--- src/rtl/aes_cap_pkg.sv ---
// ============================================================================
// Module   : aes_cap_pkg
// Purpose  : Shared types and default sizing for the AES output capture stage.
// Revision : 1.0 - initial release
// ============================================================================
`default_nettype none

package aes_cap_pkg;

   localparam int CAP_LATENCY_DEF    = 11;
   localparam int CAP_FIFO_DEPTH_DEF = 4;
   localparam int CAP_ID_W           = 4;

   // Tag travelling alongside a block through the core pipeline
   typedef struct packed {
      logic                valid;
      logic [CAP_ID_W-1:0] id;
      logic                ed;
   } cap_tag_t;

   // One buffered result
   typedef struct packed {
      logic [127:0]        data;
      logic [CAP_ID_W-1:0] id;
      logic                ed;
   } cap_entry_t;

endpackage

`default_nettype wire

--- src/rtl/aes_out_capture_if.sv ---
// ============================================================================
// Module   : aes_out_capture_if
// Purpose  : Issue / core-result / drain bundle of the AES output capture stage.
//            master = block feeding issues and consuming results,
//            slave  = the capture stage itself.
// Revision : 1.0 - initial release
// ============================================================================
`default_nettype none

interface aes_out_capture_if
   import aes_cap_pkg::*;
#(
   parameter int ID_W       = CAP_ID_W,
   parameter int FIFO_DEPTH = CAP_FIFO_DEPTH_DEF
);
   localparam int CRED_W = $clog2(FIFO_DEPTH) + 1;

   logic              in_valid;
   logic              in_ready;
   logic [ID_W-1:0]   in_id;
   logic              in_ed;
   logic [127:0]      aes_dout;
   logic              out_valid;
   logic              out_ready;
   logic [127:0]      out_data;
   logic [ID_W-1:0]   out_id;
   logic              out_ed;
   logic [CRED_W-1:0] credits;
   logic              err;

   modport master (
      output in_valid, in_id, in_ed, aes_dout, out_ready,
      input  in_ready, out_valid, out_data, out_id, out_ed, credits, err
   );

   modport slave (
      input  in_valid, in_id, in_ed, aes_dout, out_ready,
      output in_ready, out_valid, out_data, out_id, out_ed, credits, err
   );

endinterface

`default_nettype wire

--- src/rtl/aes_cap_fifo.sv ---
// ============================================================================
// Module   : aes_cap_fifo
// Purpose  : Synchronous result FIFO. Pointers carry one extra wrap bit so
//            full and empty are distinguishable. A write on a full FIFO is
//            accepted only if a read happens in the same cycle (the read frees
//            the head slot, which the write then fills as the new tail).
// Revision : 1.0 - initial release
// ============================================================================
`default_nettype none

module aes_cap_fifo
   import aes_cap_pkg::*;
#(
   parameter int DEPTH = CAP_FIFO_DEPTH_DEF
)(
   input  wire logic                     clk,
   input  wire logic                     rst_n,
   input  wire logic                     i_wr_en,
   input  wire cap_entry_t               i_wr_data,
   input  wire logic                     i_rd_en,
   output cap_entry_t                    o_rd_data,
   output logic                          o_full,
   output logic                          o_empty,
   output logic [$clog2(DEPTH):0]        o_count
);
   localparam int AW = $clog2(DEPTH);

   cap_entry_t   r_mem [DEPTH];
   logic [AW:0]  r_wr_ptr;
   logic [AW:0]  r_rd_ptr;
   logic         w_do_wr;
   logic         w_do_rd;

   assign o_empty   = (r_wr_ptr == r_rd_ptr);
   assign o_full    = (r_wr_ptr[AW] != r_rd_ptr[AW]) &&
                      (r_wr_ptr[AW-1:0] == r_rd_ptr[AW-1:0]);
   assign o_count   = r_wr_ptr - r_rd_ptr;
   assign o_rd_data = r_mem[r_rd_ptr[AW-1:0]];

   assign w_do_rd = i_rd_en & ~o_empty;
   assign w_do_wr = i_wr_en & (~o_full | w_do_rd);

   // Storage and pointer update; reset clears contents so the head reads zero
   always_ff @(posedge clk or negedge rst_n) begin
      if (!rst_n) begin
         for (int k = 0; k < DEPTH; k++) begin
            r_mem[k] <= '0;
         end
         r_wr_ptr <= '0;
         r_rd_ptr <= '0;
      end else begin
         if (w_do_wr) begin
            r_mem[r_wr_ptr[AW-1:0]] <= i_wr_data;
            r_wr_ptr                <= r_wr_ptr + (AW+1)'(1);
         end
         if (w_do_rd) begin
            r_rd_ptr <= r_rd_ptr + (AW+1)'(1);
         end
      end
   end

endmodule

`default_nettype wire

--- src/rtl/aes_out_capture.sv ---
// ============================================================================
// Module   : aes_out_capture
// Purpose  : Output capture for a non-stallable pipelined AES core. Each issued
//            block gets a tag that walks a LATENCY-deep shift register; when it
//            reaches the end the core result is captured into a small FIFO.
//            Issue is credit-limited so in-flight + buffered never exceeds the
//            FIFO depth.
// Options  : AES_CAP_STATS_EN - adds blk_count / stall_count statistics ports.
// Revision : 1.0 - initial release
// ============================================================================
`default_nettype none

module aes_out_capture
   import aes_cap_pkg::*;
#(
   parameter int LATENCY    = CAP_LATENCY_DEF,
   parameter int FIFO_DEPTH = CAP_FIFO_DEPTH_DEF,
   parameter int ID_W       = CAP_ID_W
)(
   input  wire logic          clk,
   input  wire logic          rst_n,
   aes_out_capture_if.slave   bus
`ifdef AES_CAP_STATS_EN
   ,
   output logic [31:0]        blk_count,
   output logic [31:0]        stall_count
`endif
);
   localparam int             CW      = $clog2(FIFO_DEPTH) + 1;
   localparam logic [CW:0]    c_DEPTH = (CW+1)'(FIFO_DEPTH);

   cap_tag_t      r_tag [LATENCY];
   logic [CW-1:0] r_in_flight;
   logic          r_err;

   logic          w_issue;
   cap_tag_t      w_cap_tag;
   logic          w_cap_vld;
   logic          w_pop;
   logic          w_full;
   logic          w_empty;
   logic [CW-1:0] w_occ;
   logic [CW:0]   w_used;
   cap_entry_t    w_wr_entry;
   cap_entry_t    w_head;

   assign w_issue    = bus.in_valid & bus.in_ready;
   assign w_cap_tag  = r_tag[LATENCY-1];
   assign w_cap_vld  = w_cap_tag.valid;
   assign w_pop      = bus.out_ready & ~w_empty;
   assign w_wr_entry = {bus.aes_dout, w_cap_tag.id, w_cap_tag.ed};

   // Credits come from registered counts only, so out_ready never reaches in_ready
   assign w_used       = {1'b0, r_in_flight} + {1'b0, w_occ};
   assign bus.in_ready = (w_used < c_DEPTH);
   assign bus.credits  = bus.in_ready ? CW'(c_DEPTH - w_used) : '0;

   assign bus.out_valid = ~w_empty;
   assign bus.out_data  = w_head.data;
   assign bus.out_id    = ID_W'(w_head.id);
   assign bus.out_ed    = w_head.ed;
   assign bus.err       = r_err;

   // Tag shift register: stage 0 loads on issue, last stage triggers capture
   always_ff @(posedge clk or negedge rst_n) begin
      if (!rst_n) begin
         for (int k = 0; k < LATENCY; k++) begin
            r_tag[k] <= '0;
         end
      end else begin
         r_tag[0] <= w_issue ? {1'b1, CAP_ID_W'(bus.in_id), bus.in_ed} : '0;
         for (int k = 1; k < LATENCY; k++) begin
            r_tag[k] <= r_tag[k-1];
         end
      end
   end

   // In-flight count; a capture with nothing in flight cannot underflow it
   always_ff @(posedge clk or negedge rst_n) begin
      if (!rst_n) begin
         r_in_flight <= '0;
      end else begin
         case ({w_issue, w_cap_vld})
            2'b10:   r_in_flight <= r_in_flight + CW'(1);
            2'b01:   if (r_in_flight != '0) r_in_flight <= r_in_flight - CW'(1);
            default: r_in_flight <= r_in_flight;
         endcase
      end
   end

   // Sticky error: a capture found the FIFO full with no pop to make room
   always_ff @(posedge clk or negedge rst_n) begin
      if (!rst_n) begin
         r_err <= 1'b0;
      end else if (w_cap_vld & w_full & ~w_pop) begin
         r_err <= 1'b1;
      end
   end

   aes_cap_fifo #(
      .DEPTH     (FIFO_DEPTH)
   ) u_fifo (
      .clk       (clk),
      .rst_n     (rst_n),
      .i_wr_en   (w_cap_vld),
      .i_wr_data (w_wr_entry),
      .i_rd_en   (bus.out_ready),
      .o_rd_data (w_head),
      .o_full    (w_full),
      .o_empty   (w_empty),
      .o_count   (w_occ)
   );

`ifdef AES_CAP_STATS_EN
   logic [31:0] r_blk_count;
   logic [31:0] r_stall_count;

   assign blk_count   = r_blk_count;
   assign stall_count = r_stall_count;

   // Wrapping pop count and saturating count of refused issue attempts
   always_ff @(posedge clk or negedge rst_n) begin
      if (!rst_n) begin
         r_blk_count   <= '0;
         r_stall_count <= '0;
      end else begin
         if (w_pop) begin
            r_blk_count <= r_blk_count + 32'd1;
         end
         if (bus.in_valid & ~bus.in_ready & (r_stall_count != '1)) begin
            r_stall_count <= r_stall_count + 32'd1;
         end
      end
   end
`endif

endmodule

`default_nettype wire
--- src/flat_wrapper.sv ---
// flat-port wrapper written by rule: the top's interface ports become plain ports
module aes_out_capture_flat import aes_cap_pkg::*;
#(
   parameter int LATENCY    = CAP_LATENCY_DEF,
   parameter int FIFO_DEPTH = CAP_FIFO_DEPTH_DEF,
   parameter int ID_W       = CAP_ID_W
)
  (clk, rst_n, bus_in_valid, bus_in_id, bus_in_ed, bus_aes_dout, bus_out_ready, bus_in_ready, bus_out_valid, bus_out_data, bus_out_id, bus_out_ed, bus_credits, bus_err);
  aes_out_capture_if #(.ID_W(ID_W), .FIFO_DEPTH(FIFO_DEPTH)) bus_i ();
  input  wire logic clk;
  input  wire logic rst_n;
  input wire logic [$bits(bus_i.in_valid)-1:0] bus_in_valid;
  input wire logic [$bits(bus_i.in_id)-1:0] bus_in_id;
  input wire logic [$bits(bus_i.in_ed)-1:0] bus_in_ed;
  input wire logic [$bits(bus_i.aes_dout)-1:0] bus_aes_dout;
  input wire logic [$bits(bus_i.out_ready)-1:0] bus_out_ready;
  output wire logic [$bits(bus_i.in_ready)-1:0] bus_in_ready;
  output wire logic [$bits(bus_i.out_valid)-1:0] bus_out_valid;
  output wire logic [$bits(bus_i.out_data)-1:0] bus_out_data;
  output wire logic [$bits(bus_i.out_id)-1:0] bus_out_id;
  output wire logic [$bits(bus_i.out_ed)-1:0] bus_out_ed;
  output wire logic [$bits(bus_i.credits)-1:0] bus_credits;
  output wire logic [$bits(bus_i.err)-1:0] bus_err;
  assign bus_i.in_valid = bus_in_valid;
  assign bus_i.in_id = bus_in_id;
  assign bus_i.in_ed = bus_in_ed;
  assign bus_i.aes_dout = bus_aes_dout;
  assign bus_i.out_ready = bus_out_ready;
  assign bus_in_ready = bus_i.in_ready;
  assign bus_out_valid = bus_i.out_valid;
  assign bus_out_data = bus_i.out_data;
  assign bus_out_id = bus_i.out_id;
  assign bus_out_ed = bus_i.out_ed;
  assign bus_credits = bus_i.credits;
  assign bus_err = bus_i.err;
  aes_out_capture #(.LATENCY(LATENCY), .FIFO_DEPTH(FIFO_DEPTH), .ID_W(ID_W)) u_core (.clk(clk), .rst_n(rst_n), .bus(bus_i));
endmodule
--- config.mk ---
export PLATFORM = sky130hd
export DESIGN_NAME = aes_out_capture_flat
export DESIGN_NICKNAME = d
export VERILOG_FILES = /design/src/rtl/aes_cap_pkg.sv /design/src/rtl/aes_out_capture_if.sv /design/src/rtl/aes_cap_fifo.sv /design/src/rtl/aes_out_capture.sv /design/src/flat_wrapper.sv
export SDC_FILE = /design/constraint.sdc
export NUM_CORES = 1
export LEC_CHECK = 0
export CORE_UTILIZATION = 29
export DETAILED_ROUTE_END_ITERATION = 8
export GPL_TIMING_DRIVEN = 1
export PLACE_DENSITY = 0.59
export RECOVER_POWER = 50
export SLEW_MARGIN = 20
export SYNTH_ARGS = -nofsm -noshare
export SYNTH_HDL_FRONTEND = slang
export SYNTH_SLANG_ARGS = --single-unit
--- constraint.sdc ---
create_clock -name clk -period 3.55 [get_ports clk]
set_clock_uncertainty 0.05 [all_clocks]
set_input_delay 0.71 -clock clk [delete_from_list [all_inputs] [get_ports clk]]
set_output_delay 0.71 -clock clk [all_outputs]
set_load 0.02 [all_outputs]
; After elaboration in Yosys (flattened, before gate mapping)
; Cells that the tools add are included.
[classes]
addsub = 7
order_cmp = 4
n_eq_ne = 6
mux = 10
bitwise_logic = 11
n_reduce_logical = 5
[op_table]
columns = op, n
row1 = $bwmux 532, 1
row2 = $mux 133, 3
row3 = $bmux 133 s2, 1
row4 = $demux 133 s2, 1
row5 = $add 3x1->3 const B, 3
row6 = $ge 3x3->1 const B, 2
row7 = $mux 3, 2
row8 = $mux 6, 1
row9 = $not 2->3, 2
row10 = $pmux 3 s2, 1
row11 = $and 1x1->1, 5
row12 = $add 3x3->4, 1
row13 = $lt 4x3->1 const B, 1
row14 = $eq 3x3->1, 1
row15 = $lt 3x1->1 const B, 1
row16 = $not 1->1, 3
row17 = $reduce_bool 3->1, 1
row18 = $sub 3x1->3 const B, 1
row19 = $sub 3x3->3, 1
row20 = $sub 3x3->3 const A, 1
row21 = $eq 2x1->1 const B, 1
row22 = $eq 2x2->1, 1
row23 = $eq 2x2->1 const B, 1
row24 = $logic_and 1x1->1, 2
row25 = 5 further kinds, 5
[totals]
register_bits = 608
in_bits = 137
output_inout_bits = 139
wordCells = 92

; Longest topological paths before layout
; Gate-level depths: netlist of the first run.
[logic_depth]
depth_word = 7
depth_mapped = 15
ltp_nobuf = 14

; Cells and area by module
; Synthesis of the first run repeated with hierarchy kept, for this count alone.
[unflattened]
cells_unflattened = 1451
area_unflattened_um2 = 25471.9
[by_module_without_submodules]
columns = module, instances, cells_each, area_each_um2
row1 = aes_cap_fifo, 1, 1330, 23337.4
row2 = aes_out_capture, 1, 121, 2134.5

; Worst setup path before layout of the first run
; Ideal clock, no wire load.
[synth_path]
path_kind = flip-flop to output port
startpoint = register u_core.u_fifo.r_rd_ptr[1]
endpoint = output bus_credits[1]
arrival_time_ns = 3.088
required_ns = 2.790
slack_ns = -0.298
stages_incl_launch_ff = 12
path_buffers = 3
cell_sequence = dfrtp_1 > clkbuf_1 > clkbuf_1 > buf_2 > inv_1 > fa_1 > inv_1 > fa_1 > a211oi_1 > mux2i_1 > nor2_1 > and2_1
[synth_between]
elab_chain_cells = 4
elab_cells_between_ends = 5
classes_between = add/sub (3) / order compare (1) / mux (1)
[synth_rtl]
columns = element, line
row1 = from (decl), aes_cap_fifo.sv:30  ; logic [AW:0] r_rd_ptr;
row2 = from (signal assigned), aes_cap_fifo.sv:57  ; r_rd_ptr <= r_rd_ptr + (AW+1)'(1);
row3 = $sub 3x3->3, aes_cap_fifo.sv:37  ; assign o_count = r_wr_ptr - r_rd_ptr;
row4 = $add 3x3->4, aes_out_capture.sv:54  ; assign w_used = {1'b0, r_in_flight} + {1'b0, w_occ};
row5 = $lt 4x3->1, aes_out_capture.sv:55  ; assign bus.in_ready = (w_used < c_DEPTH);
row6 = via bus_in_ready, flat_wrapper.sv:17  ; output wire logic [$bits(bus_i.in_ready)-1:0] bus_in_ready;
row7 = $mux 3, aes_out_capture.sv:56  ; assign bus.credits = bus.in_ready ? CW'(c_DEPTH - w_used) : '0;
row8 = to (decl), flat_wrapper.sv:22  ; output wire logic [$bits(bus_i.credits)-1:0] bus_credits;
; The timed path passes the listed nets, and every way through them passes these cells.

; Worst setup path after layout of the first run
[layout_path]
startpoint = register u_core.u_fifo.r_wr_ptr[0]
endpoint = output bus_credits[1]
[layout_between]
elab_chain_cells = 4
elab_cells_between_ends = 5
classes_between = add/sub (3) / order compare (1) / mux (1)
[layout_rtl]
columns = element, line
row1 = from (decl), aes_cap_fifo.sv:29  ; logic [AW:0] r_wr_ptr;
row2 = from (signal assigned), aes_cap_fifo.sv:54  ; r_wr_ptr <= r_wr_ptr + (AW+1)'(1);
row3 = $sub 3x3->3 (*), aes_cap_fifo.sv:37
row4 = $add 3x3->4 (*), aes_out_capture.sv:54
row5 = $lt 4x3->1 or $sub 3x3->3 (tied branches), "aes_out_capture.sv:55, aes_out_capture.sv:56"
row6 = $mux 3 (*), aes_out_capture.sv:56
; Mark *: on every way between the ends. The rest lies on a longest branch, timed or not.

==> implementation parameters, run 1 <==
Parameter                              Value

Floorplan
  Total Die Area ... 93760 sq um
  Initial Utilization ... 29.28%
  I/O pin total ... 276
  Number of cell rows ... 111
  Vertical die dimension ... 306.2 um
  Horiz. Die Dim ... 306.2 um
  Placeable core area ... 91660 sq um

Worst setup path
  Crit Path Max Fanout ... 3
  CP bufs+invs ... 4
  Setup CP Type ... reg -> out
  Data arrival at the endpoint of the critical path ... 2900 ps
  Sequence of cells on the critical path ... inv_2 > ha_4 > inv_2 > fa_1 > inv_2 > fa_2 > a211oi_2 > mux2i_2 > nor2_2 > and2_4 > buf_6
  Critical Path Sink Type ... output pin
  Setup slack of the most critical reg-to-reg path ... -110 ps
  Cell repeated most along the worst path ... inv_2
  Category of cells accounting for the largest share of critical-path delay ... adder cells
  End of the worst register-to-register path ... u_core.r_in_flight[2]$_DFFE_PN0P_
  Critical Path Max Stage Delay ... 530 ps
  Worst r2r path cells ... 15
  Worst Setup Start Kind ... flip-flop
  Endpoint required time on the critical path ... 2790 ps
  Worst flop-to-flop path startpoint ... u_core.u_fifo.r_wr_ptr[0]$_DFFE_PN0P_
  Crit-path slowest cell ... fa_1

Status
  Status ... finished with violations
  Violated checks ... capacitance limit, slew limit, setup timing

Layout
  Share of layout cells above drive strength 1 ... 46.74%
  Utilization after layout ... 36.38%
  Net count of the finished layout ... 1902
  Area growth, synth to finish ... 24.25%
  FF/Latch Area ... 15220 sq um
  Most frequent cells in the layout ... dfrtp_1, mux2_4, mux2_2, clkdlybuf4s50_1, mux4_2
  Non-filler instance count after layout ... 2996
  Commonest non-fill, non-tap cell in the layout ... dfrtp_1
  Multi-input logic area ... 10670 sq um
  Count of filler cells inserted in the layout ... 8548

Timing
  Fin Hold WS ... 287.6 ps
  Final setup violation count ... 5
  Final worst-path cycle share ... 103.2%
  Upper clock frequency limit ... 272.9 MHz
  Slew margin rel. ... -18.12%
  Pins Over Slew Limit ... 80
  Worst path setup slack after routing ... -114.4 ps
  Total count of hold-check failures in the final report ... 0
  Summed negative setup slack over all endpoints ... -402.0 ps
  Unrepaired setup endpoints after global routing ... true
  Shortest period the worst path allows ... 3664 ps
  Transition time at the pin with the least slew margin ... 1772 ps

GRT
  Initial antenna violation count ... 4
  Vias in the first global route ... 16042
  Global-route wire length before repair ... 100.6 mm
  Pin count of the biggest net entering global routing ... 122
  Gr ovfl total ... 0
  Tot GR Track Use ... 14.04%

CTS
  Sinks on the clock net ... 608
  Bufs on Longest Clock Path ... 3
  Number of buffers inserted by hold repair at cts ... 0
  CTS H-Tree Depth ... 3
  Root cell of the clock tree ... clkbuf_16
  Clock latency on the worst-skew pair ... 600 ps
  Total CTS buffers ... 76
  Clock-pin slew on the worst setup and hold paths ... 60 ps
  Clock tree from TritonCTS ... built

Synth
  Post-synth top area cell ... dfrtp_1
  Distinct cells, synth ... 33
  Number of nets produced by synthesis ... 1590
  Synthesized instance count ... 1439
  Top post-synthesis cells by area ... dfrtp_1, mux2_4, mux4_2, mux2_2, buf_12
  Average instance area after synthesis ... 18.65 sq um
  Total of flip-flops plus latches after synthesis ... 608
  Synth Cell Area ... 26840 sq um
  Count of synthesis-stage warnings from yosys ... 0
  Sequential share of the synthesized area ... 56.70%
  Yosys top cell area share ... 56.70%

Routing
  Detailed-routing iteration count for the pre-antenna-repair pass ... 4
  Count of vias placed by the detailed router ... 13934
  Final ANT Viol Nets ... 0
  Residual DRC ... 0
  Detailed-route vias per instance ... 4.651
  Total wire length after detailed routing ... 64.58 mm
  Routed wire per std cell ... 21.56 um
  Number of DRC markers after the initial detailed-route iteration ... 610

Min path
  Tightest Hold Check Type ... reg -> reg
  Hold path startpoint ... u_core.r_tag[63]$_DFF_PN0_
  Hold Crit Endpoint ... u_core.r_tag[57]$_DFF_PN0_
  Number of instances on the worst hold path ... 0

Place
  Half-perimeter wire length after placement ... 36.68 mm
  Post-Place Cells ... 2849
  Port Buffer Count ... 275
  Weighted congestion reported at the end of routability-driven placement ... 0.7475

Power
  Largest vdd supply drop ... 1292 uV
  Ratio of total power to cell area ... 1059 nW/um^2
  Leakage power total ... 15.50 nW
  Overall power consumption ... 35.32 mW

Run
  Max-capacitance violation count ... 2
## cell type report
cell class | instances | share of cell area (%)
Inverter | 11 | 0.1238
Clock buffer | 116 | 6.732
Antenna cell | 2 | 0.01501
Timing Repair Buffer | 322 | 10.28
Clock inverter | 19 | 0.7542
Sequential cell | 608 | 45.65
Tap cell | 1186 | 4.450
Multi-Input combinational cell | 732 | 31.99
## report_power, final
| part | total [mW] | internal [mW] | switching, mW |
|---|---|---|---|
| clock network | 7.71 | 4.72 | 2.99 |
| logic | 15.9 | 9.08 | 6.85 |
| registers | 11.7 | 10.1 | 1.62 |
| total | 35.3 | 23.9 | 11.5 |
## per-stage QoR
| step | instance area (sq um) | setup WS, ps |
|---|---|---|
| 6_report | 33340 | -114.4 |
| 4_1_cts | 33450 | -226.8 |
| 2_1_floorplan | 26840 | 22.38 |
| 3_3_place_gp | 30670 | -73.05 |
| 3_5_place_dp | 30670 | -72.24 |
| 5_1_grt | 33340 | -267.8 |
## state kept, by name (all words and copies together) (netlist names)
signal / count
u_core.u_fifo.r_rd_ptr: 3
u_core.u_fifo.r_wr_ptr: 3
u_core.r_in_flight: 3
u_core.w_cap_vld: 1
u_core.r_tag: 65
u_core.bus.err: 1
u_core.u_fifo.r_mem: 532
## worst max path at each step
| stage | to | startpoint | slack [ps] | depth (start not counted) |
|---|---|---|---|---|
| 2_1_floorplan | u_core.r_in_flight[2]$_DFFE_PN0P_ | u_core.u_fifo.r_rd_ptr[1]$_DFFE_PN0P_ | 20 | 15 |
| 3_3_place_gp | bus_credits[2] | u_core.u_fifo.r_wr_ptr[0]$_DFFE_PN0P_ | -70 | 11 |
| 3_5_place_dp | bus_credits[1] | u_core.u_fifo.r_wr_ptr[0]$_DFFE_PN0P_ | -70 | 11 |
| 4_1_cts | bus_credits[1] | u_core.u_fifo.r_wr_ptr[0]$_DFFE_PN0P_ | -230 | 11 |
| 5_1_grt | bus_credits[1] | u_core.u_fifo.r_wr_ptr[0]$_DFFE_PN0P_ | -270 | 11 |
| 6_report | bus_credits[1] | u_core.u_fifo.r_wr_ptr[0]$_DFFE_PN0P_ | -110 | 11 |
## routing by layer
metal | vias to the layer above | GRT usage [%] | share of wire [%]
met1 | 7554 | 18.27 | 44
met3 | 105 | 3.511 | 4.7
li1 | 5973 | - | -
met4 | 8 | 4.663 | 2.7
met2 | 294 | 22.80 | 49
met5 | - | 0 | 0.062
## worst register-to-register path, cell delays in order (launching register included)
cell and delay [ps]:
dfrtp_1 390, inv_2 90, ha_4 130, inv_2 30, fa_1 530, inv_2 60
fa_2 380, buf_4 150, nor4bb_1 420, a21oi_2 130, and2_1 180, fa_1 410
nor2_1 140, o21ai_0 110, mux2i_1 200, a221o_1 190
## what timing repair did
| action | in CTS | in global routing |
|---|---|---|
| gates resized for setup | 90 | 2 |
| pin swaps | 7 | 2 |
| endpoints found under the setup margin | 137 | 6 |
| buffers inserted | 1 | 0 |
| cloned | 9 | 0 |
## cell usage after synthesis
cell and n:
o31a_1 1, nand2_1 4, buf_6 1, clkinv_1 1, a221o_1 1, nor2_1 2
buf_2 16, ha_1 11, dfrtp_1 608, xnor2_1 5, nor4bb_1 2, nand2_8 4
o21ai_0 4, fa_1 3, a21oi_1 3, o22ai_1 1, clkbuf_1 15, mux2i_1 5
nor3_1 2, mux4_2 133, buf_12 31, buf_4 25, mux2_4 270, and2_1 8
a211oi_1 2, a21o_1 1, inv_1 10, nand3_1 2, xor2_1 1, a21oi_2 1
xnor2_2 1, or2_2 2, mux2_2 263
## logic make-up after synthesis
logic type      Yosys count  synth area share, %
simple gates             26               0.7647
buf+inv                  99                3.716
compound gates           14               0.3404
fa+ha+maj                14               0.7367
flops                   608                56.70
mux                     671                37.49
xor+xnor                  7               0.2564
Power figures use the tool's default switching activity.
==> inputs of run 2 (changes only) <==
--- a/config.mk
+++ b/config.mk
@@ -5,10 +5,11 @@
 export SDC_FILE = /design/constraint.sdc
 export NUM_CORES = 1
 export LEC_CHECK = 0
-export CORE_UTILIZATION = 29
+export CORE_UTILIZATION = 50
+export CTS_BUF_LIST = sky130_fd_sc_hd__clkbuf_4
 export DETAILED_ROUTE_END_ITERATION = 8
 export GPL_TIMING_DRIVEN = 1
-export PLACE_DENSITY = 0.59
+export PLACE_DENSITY = 0.85
 export RECOVER_POWER = 50
 export SLEW_MARGIN = 20
 export SYNTH_ARGS = -nofsm -noshare
==> implementation parameters, run 2 (synthesized netlist as in run 1, its figures left out) <==
Parameter                              Value

Worst setup path
  Setup CP Type ... reg -> out
  Number of gates on the worst path with buffers counted ... 11 (unchanged)
  End of the worst register-to-register path ... u_core.r_in_flight[2]$_DFFE_PN0P_
  Worst Setup Start Kind ... flip-flop
  Setup slack of the most critical reg-to-reg path ... -70 ps (+40 ps)
  Critical Path Max Stage Delay ... 530 ps (about the same)
  CP bufs+invs ... 4 (unchanged)
  Sequence of cells on the critical path ... inv_2 > ha_4 > inv_2 > fa_1 > inv_2 > fa_2 > a211oi_2 > mux2i_2 > nor2_2 > and2_4 > buf_6
  Worst flop-to-flop path startpoint ... u_core.u_fifo.r_wr_ptr[0]$_DFFE_PN0P_
  Critical Path Sink Type ... output pin
  Cell repeated most along the worst path ... inv_2
  Data arrival at the endpoint of the critical path ... 3330 ps (+430 ps)
  Critical path destination ... bus_credits[1]
  Endpoint required time on the critical path ... 2790 ps (about the same)
  Crit. Startpoint ... u_core.u_fifo.r_wr_ptr[0]$_DFFE_PN0P_
  Crit-path slowest cell ... fa_1
  Worst r2r path cells ... 15 (unchanged)
  Category of cells accounting for the largest share of critical-path delay ... adder cells
  Crit Path Max Fanout ... 3 (unchanged)

Layout
  Count of filler cells inserted in the layout ... 3732 (-56%)
  Most frequent cells in the layout ... dfrtp_1, mux2_4, mux2_2, clkbuf_4, clkdlybuf4s50_1
  Area growth, synth to finish ... 22.54%
  Net count of the finished layout ... 2059 (+8.3%)
  Commonest non-fill, non-tap cell in the layout ... dfrtp_1
  Max reg flops ... 532 (unchanged)
  Share of layout cells above drive strength 1 ... 57.67% (+11 points)
  Register with the most flip-flops ... u_core.u_fifo.r_mem
  Utilization after layout ... 62.33% (+26 points)
  Multi-input logic area ... 10670 sq um (unchanged)
  FF/Latch Area ... 15220 sq um (unchanged)
  Biggest registers after layout ... u_core.u_fifo.r_mem: 532 flops, u_core.r_tag: 65 flops

Min path
  Tightest Hold Check Type ... reg -> reg

Status
  Status ... finished with violations
  Violated checks ... DRC, capacitance limit, slew limit, setup timing

Timing
  Final setup violation count ... 19 (+14)
  Transition time at the pin with the least slew margin ... 2035 ps (+263.4 ps)
  Pins Over Slew Limit ... 79 (-1.3%)
  Unrepaired setup endpoints after global routing ... true
  Worst path setup slack after routing ... -538.9 ps (-424.5 ps)
  Total count of hold-check failures in the final report ... 0 (unchanged)
  Shortest period the worst path allows ... 4089 ps (+424.5 ps)
  Slew margin rel. ... -35.68% (-18 points)
  Final worst-path cycle share ... 115.2% (+12 points)
  Upper clock frequency limit ... 244.6 MHz (-10%)

GRT
  Initial antenna violation count ... 7 (+3)
  Tot GR Track Use ... 23.25% (+9.2 points)
  Pin count of the biggest net entering global routing ... 89 (-27%)
  Global-route wire length before repair ... 95.45 mm (-5.1%)
  Gr ovfl total ... 0 (unchanged)
  Vias in the first global route ... 16561 (+3.2%)

Routing
  Count of vias placed by the detailed router ... 14870 (+6.7%)
  Total wire length after detailed routing ... 62.15 mm (-3.8%)
  Number of DRC markers after the initial detailed-route iteration ... 686 (+12%)
  Residual DRC ... 32 (+32)
  Detailed-route vias per instance ... 5.455 (+17%)
  Final ANT Viol Nets ... 0 (unchanged)
  Routed wire per std cell ... 22.80 um (+5.8%)
  Detailed-routing iteration count for the pre-antenna-repair pass ... 6 (+2)

Place
  Half-perimeter wire length after placement ... 34.31 mm (-6.4%)
  Weighted congestion reported at the end of routability-driven placement ... 0.7718 (+3.3%)
  Dpl ws ... 23.51 ps (+95.75 ps)
  Port Buffer Count ... 275 (unchanged)

CTS
  Clock tree from TritonCTS ... built
  Sinks on the clock net ... 608 (unchanged)
  Total CTS buffers ... 163 (+110%)
  Clock-pin slew on the worst setup and hold paths ... 70 ps (about the same)
  CTS H-Tree Depth ... 4 (+1)
  Clock latency on the worst-skew pair ... 950 ps (+350 ps)
  Bufs on Longest Clock Path ... 3 (unchanged)
  Root cell of the clock tree ... clkbuf_4

Run
  Max-capacitance violation count ... 1 (-1)

Power
  Ratio of total power to cell area ... 1054 nW/um^2 (-0.54%)
  Leakage power total ... 15.95 nW (+2.9%)
  Largest vdd supply drop ... 1472 uV (+14%)

Floorplan
  Horiz. Die Dim ... 233.7 um (-24%)
  Initial Utilization ... 50.86% (+22 points)
  Placeable core area ... 52760 sq um (-42%)
  I/O pin total ... 276 (unchanged)
  Total Die Area ... 54600 sq um (-42%)
  Vertical die dimension ... 233.7 um (-24%)
  Number of cell rows ... 84 (-24%)
==> run 2: cell types whose count changed in the layout (fill, tap and decap cells not counted), sizes merged, moves of 3 or more <==
cell | before | now
buf | 34 | 194
clkbuf | 129 | 271
clkdlybuf4s50 | 221 | 136
dlygate4sd2 | 49 | 1
clkinv | 11 | 52
clkdlybuf4s15 | 0 | 15
bufbuf | 5 | 1
clkinvlp | 1 | 4
==> run 2: worst min path at each step <==
stage                                          start                         end  slack [ps]  cells after the start
after floorplan            u_core.r_tag[6]$_DFF_PN0_   u_core.r_tag[0]$_DFF_PN0_         280                      0
after global placement    u_core.r_tag[44]$_DFF_PN0_  u_core.r_tag[38]$_DFF_PN0_         280                      0
after detailed placement  u_core.r_tag[24]$_DFF_PN0_  u_core.r_tag[18]$_DFF_PN0_         280                      0
after CTS                               bus_in_id[1]  u_core.r_tag[62]$_DFF_PN0_         150                      2
after global routing                       bus_in_ed  u_core.r_tag[60]$_DFF_PN0_         210                      2
final                     u_core.r_tag[28]$_DFF_PN0_  u_core.r_tag[22]$_DFF_PN0_         260                      0
==> run 2: power breakdown <==
group | internal, mW | total (mW) | switching, mW
sequential | 10.0 | 11.7 | 1.66
combinational | 9.46 | 16.7 | 7.23
clock | 3.26 | 6.25 | 2.99
total | 22.8 | 34.6 | 11.9
==> run 2: timing repair <==
| item | in CTS | in global routing |
|---|---|---|
| gates resized for setup | 456 | 191 |
| setup buffers | 17 | 31 |
| gates cloned | 9 | 5 |
| hold buffers | 1 | 0 |
| endpoints found under the setup margin | 138 | 72 |
| endpoints found under the hold margin | 63 | 0 |
| pin swaps | 1 | 7 |
==> run 2: worst register-to-register path, stage by stage, from the launching register on <==
cell and delay, ps:
dfrtp_1 400, inv_2 100, ha_4 140, inv_2 40, fa_1 530, inv_2 60
fa_2 380, buf_6 130, nor4bb_1 370, a21oi_2 170, and2_1 200, fa_1 410
nor2_1 120, o21ai_0 110, mux2i_1 180, a221o_1 160
==> run 2: area by class of cell <==
| cell class | instances | share of cell area (%) |
|---|---|---|
| repair buffers | 392 | 12.16 |
| inverters | 11 | 0.1256 |
| flip-flops and latches | 608 | 46.29 |
| well taps | 688 | 2.618 |
| multi-input cells | 732 | 32.44 |
| clock buffers | 227 | 5.182 |
| clock inverters | 64 | 1.149 |
| diodes | 4 | 0.03044 |
==> run 2: stage by stage <==
step | total power, mW | std cells | hold slack (ps) | setup TNS [ps] | instance area, sq um
6_report | 34.64 | 2726 | 260.9 | -2822 | 32880
5_1_grt | 36.51 | 2726 | 206.6 | -19660 | 32880
4_1_cts | 33.79 | 2688 | 147.3 | -7169 | 32510
3_5_place_dp | 27.31 | 2370 | 284.7 | 0 | 30150
3_3_place_gp | 26.74 | 2370 | 281.9 | 0 | 30150
2_1_floorplan | 21.88 | 1439 | 281.2 | 0 | 26840
==> run 2: routing by layer <==
metal	GRT usage [%]	vias to the layer above	part of all wire, %
li1	-	6376	-
met1	30.74	7930	42
met2	35.60	431	48
met3	6.018	127	6.7
met4	11.65	6	2.9
met5	0	-	0.063
==> inputs of run 3 (changes only) <==
--- a/config.mk
+++ b/config.mk
@@ -9,9 +9,10 @@
 export CTS_BUF_LIST = sky130_fd_sc_hd__clkbuf_4
 export DETAILED_ROUTE_END_ITERATION = 8
 export GPL_TIMING_DRIVEN = 1
-export PLACE_DENSITY = 0.85
+export PLACE_DENSITY = 0.86
 export RECOVER_POWER = 50
 export SLEW_MARGIN = 20
 export SYNTH_ARGS = -nofsm -noshare
 export SYNTH_HDL_FRONTEND = slang
+export SYNTH_HIERARCHICAL = 1
 export SYNTH_SLANG_ARGS = --single-unit
==> implementation parameters, run 3 <==
Parameter                              Value

Synth
  Sequential share of the synthesized area ... 59.73% (+3.0 points)
  Top post-synthesis cells by area ... dfrtp_1, mux2_2, mux4_2, mux2_1, buf_6
  Fraction of registers with async set or reset after synthesis ... 100.0% (unchanged)
  Count of synthesis-stage warnings from yosys ... 6 (+6)
  Number of nets produced by synthesis ... 1602 (+0.75%)
  Library cell with the highest instance count after synthesis ... dfrtp_1
  Total of flip-flops plus latches after synthesis ... 608 (unchanged)
  Synth Cell Area ... 25470 sq um (-5.1%)
  Top FF cell, synth ... dfrtp_1
  Yosys top cell area share ... 59.73% (+3.0 points)
  Synthesized instance count ... 1451 (+0.83%)
  Average instance area after synthesis ... 17.55 sq um (-5.9%)
  Distinct cells, synth ... 41 (+24%)
  Number of enable flip-flop cells after synthesis ... 0 (unchanged)
  Most numerous cell types in the synthesized netlist ... dfrtp_1, mux2_2, mux2_1
  Post-synth top area cell ... dfrtp_1

Floorplan
  Initial Utilization ... 50.77% (-0.093 points)
  Vertical die dimension ... 227.7 um (-2.6%)
  I/O pin total ... 276 (unchanged)
  Horiz. Die Dim ... 227.7 um (-2.6%)
  Placeable core area ... 50170 sq um (-4.9%)
  Number of cell rows ... 82 (-2.4%)
  Total Die Area ... 51850 sq um (-5.0%)

CTS
  Sinks on the clock net ... 608 (unchanged)
  Bufs on Longest Clock Path ... 3 (unchanged)
  CTS H-Tree Depth ... 4 (unchanged)
  Root cell of the clock tree ... clkbuf_4
  Clock latency on the worst-skew pair ... 980 ps (+30 ps)
  Total CTS buffers ... 157 (-3.7%)
  Clock-pin slew on the worst setup and hold paths ... 60 ps (about the same)
  Clock tree from TritonCTS ... built

Layout
  Share of layout cells above drive strength 1 ... 46.03% (-12 points)
  Commonest non-fill, non-tap cell in the layout ... dfrtp_1
  Fin area ... 31280 sq um (-4.9%)
  Most frequent cells in the layout ... dfrtp_1, mux2_2, clkbuf_4, mux2_1, clkdlybuf4s50_1
  Area growth, synth to finish ... 22.78%
  Biggest registers after layout ... u_core/u_fifo/r_mem: 532 flops, u_core/r_tag: 65 flops
  Max reg flops ... 532 (unchanged)
  Register with the most flip-flops ... u_core/u_fifo/r_mem
  Net count of the finished layout ... 2027 (-1.6%)

Routing
  Detailed-route vias per instance ... 5.499 (+0.81%)
  Residual DRC ... 0 (-100%)
  Number of DRC markers after the initial detailed-route iteration ... 760 (+11%)
  Total wire length after detailed routing ... 57.91 mm (-6.8%)
  Detailed-routing iteration count for the pre-antenna-repair pass ... 4 (-2)
  Routed wire per std cell ... 21.79 um (-4.4%)
  Final ANT Viol Nets ... 0 (unchanged)
  Count of vias placed by the detailed router ... 14616 (-1.7%)

Status
  Status ... finished with violations
  Violated checks ... capacitance limit, slew limit, setup timing

Timing
  Pins Over Slew Limit ... 80 (+1.3%)
  Final worst-path cycle share ... 115.5% (+0.34 points)
  Worst path setup slack after routing ... -550.9 ps (-11.99 ps)
  Final setup violation count ... 43 (+24)
  Unrepaired setup endpoints after global routing ... true
  Upper clock frequency limit ... 243.9 MHz (-0.29%)
  Slew margin rel. ... -41.84% (-6.2 points)
  Shortest period the worst path allows ... 4101 ps (+11.99 ps)
  Total count of hold-check failures in the final report ... 0 (unchanged)
  Transition time at the pin with the least slew margin ... 2128 ps (+92.43 ps)

Power
  Leakage power total ... 14.33 nW (-10%)
  Largest vdd supply drop ... 1744 uV (+18%)
  Ratio of total power to cell area ... 1040 nW/um^2 (-1.3%)

GRT
  Vias in the first global route ... 16768 (+1.2%)
  Global-route wire length before repair ... 89.40 mm (-6.3%)
  Tot GR Track Use ... 22.21% (-1.0 points)
  Gr ovfl total ... 0 (unchanged)
  Initial antenna violation count ... 5 (-2)
  Pin count of the biggest net entering global routing ... 102 (+15%)

Worst setup path
  Crit Path Max Fanout ... 3 (unchanged)
  Worst Setup Start Kind ... flip-flop
  Data arrival at the endpoint of the critical path ... 3340 ps (about the same)
  Endpoint required time on the critical path ... 2790 ps (about the same)
  Critical Path Sink Type ... output pin
  Setup CP Type ... reg -> out

Place
  Half-perimeter wire length after placement ... 31.69 mm (-7.6%)
  Weighted congestion reported at the end of routability-driven placement ... 0.7596 (-1.6%)
  Port Buffer Count ... 275 (unchanged)
  Dpl ws ... -156.3 ps (-179.9 ps)
  Total placed instance area ... 29000 sq um (-3.8%)

Min path
  Tightest Hold Check Type ... in -> reg

Run
  Max-capacitance violation count ... 1 (unchanged)
-- run 3: cell types whose count changed in the layout (fill, tap and decap cells not counted), moves of 6 or more --
cell             delta
mux2_4            -269
buf_2              -14
mux2_1            +232
clkinv_1           -33
buf_6              -10
mux2_2             +39
buf_4               -9
clkbuf_4            +6
clkbuf_2           +19
dlymetal6s2s_1     +10
clkdlybuf4s15_1    -10
buf_16              -6
-- run 3: path summary, 6_finish.rpt --
path	startpoint	depth (start not counted)	slack, ps	to
setup / recovery	u_core/u_fifo/r_rd_ptr[0]$_DFFE_PN0P_	10	-550	bus_credits[1]
hold / removal	bus_in_id[2]	2	240	u_core/r_tag[63]$_DFF_PN0_
setup reg to reg	u_core/u_fifo/r_rd_ptr[0]$_DFFE_PN0P_	15	150	u_core/r_in_flight[2]$_DFFE_PN0P_
hold reg to reg	u_core/r_tag[24]$_DFF_PN0_	0	260	u_core/r_tag[18]$_DFF_PN0_
max in group asynchronous	rst_n	3	280	u_core/u_fifo/r_mem[211]$_DFFE_PN0P_
min in group asynchronous	rst_n	2	830	u_core/u_fifo/r_mem[170]$_DFFE_PN0P_
-- run 3: through the flow --
stage | power (mW) | utilization [%] | hold slack [ps] | TNS, ps | cells
floorplan | 20.57 | - | 281.2 | 0 | 1451
global placement | 25.55 | 57.80 | 281.1 | -379.9 | 2342
detailed placement | 26.23 | 57.80 | 284.7 | -434.9 | 2342
CTS | 32.61 | 62.01 | 112.3 | -81310 | 2611
global route | 34.38 | 62.32 | 137.0 | -39780 | 2654
finish | 32.53 | 62.34 | 236.2 | -3171 | 2658
-- run 3: routing by layer --
metal | global-route usage (%) | vias up | part of all wire [%]
li1 | - | 6346 | -
met1 | 27.80 | 7762 | 42
met2 | 35.99 | 387 | 49
met3 | 7.663 | 117 | 6.4
met4 | 7.791 | 4 | 2.4
met5 | 0 | - | 0.047
-- run 3: critical path: stages (launching register included) --
cell      delay [ps]
dfrtp_4          490
ha_4             160
fa_1             460
inv_2             90
inv_2             40
fa_2             360
a211oi_2         160
mux2i_1          120
nor2_1           180
and2_1           170
buf_6            120
-- run 3: report_power, final --
part | leakage, nW | internal [mW] | switching, mW
Combinational | 5.62 | 7.88 | 7.10
Sequential | 7.55 | 10.1 | 1.57
Clock | 1.17 | 3.13 | 2.77
Total | 14.3 | 21.1 | 11.4
-- run 3: area by class of cell --
class	count	area (sq um)
Multi-Input combinational cell	743	9714
Antenna cell	7	17.52
Clock buffer	233	1749
Tap cell	672	840.8
Sequential cell	608	15220
Clock inverter	29	200.2
Timing Repair Buffer	354	3486
Fill cell	3559	18900
Inverter	12	45.04
-- run 3: cells by family after synthesis --
group	after synthesis	share of synthesized area (%)
AOI/OAI and AO/OA	21	0.6435
xor gates and xnor gates	7	0.2702
adders and majority gates	14	0.7466
buffers and inverters	100	2.392
DFF	608	59.73
muxes	671	35.54
and+or+nand+nor	30	0.6730
-- run 3: timing repair --
item,CTS,global route
gates cloned,3,12
endpoints found under the setup margin,138,137
pin swaps,4,6
resized for setup,33,468
setup buffers,3,28
hold endpoints to repair,70,0
hold buffers,1,0
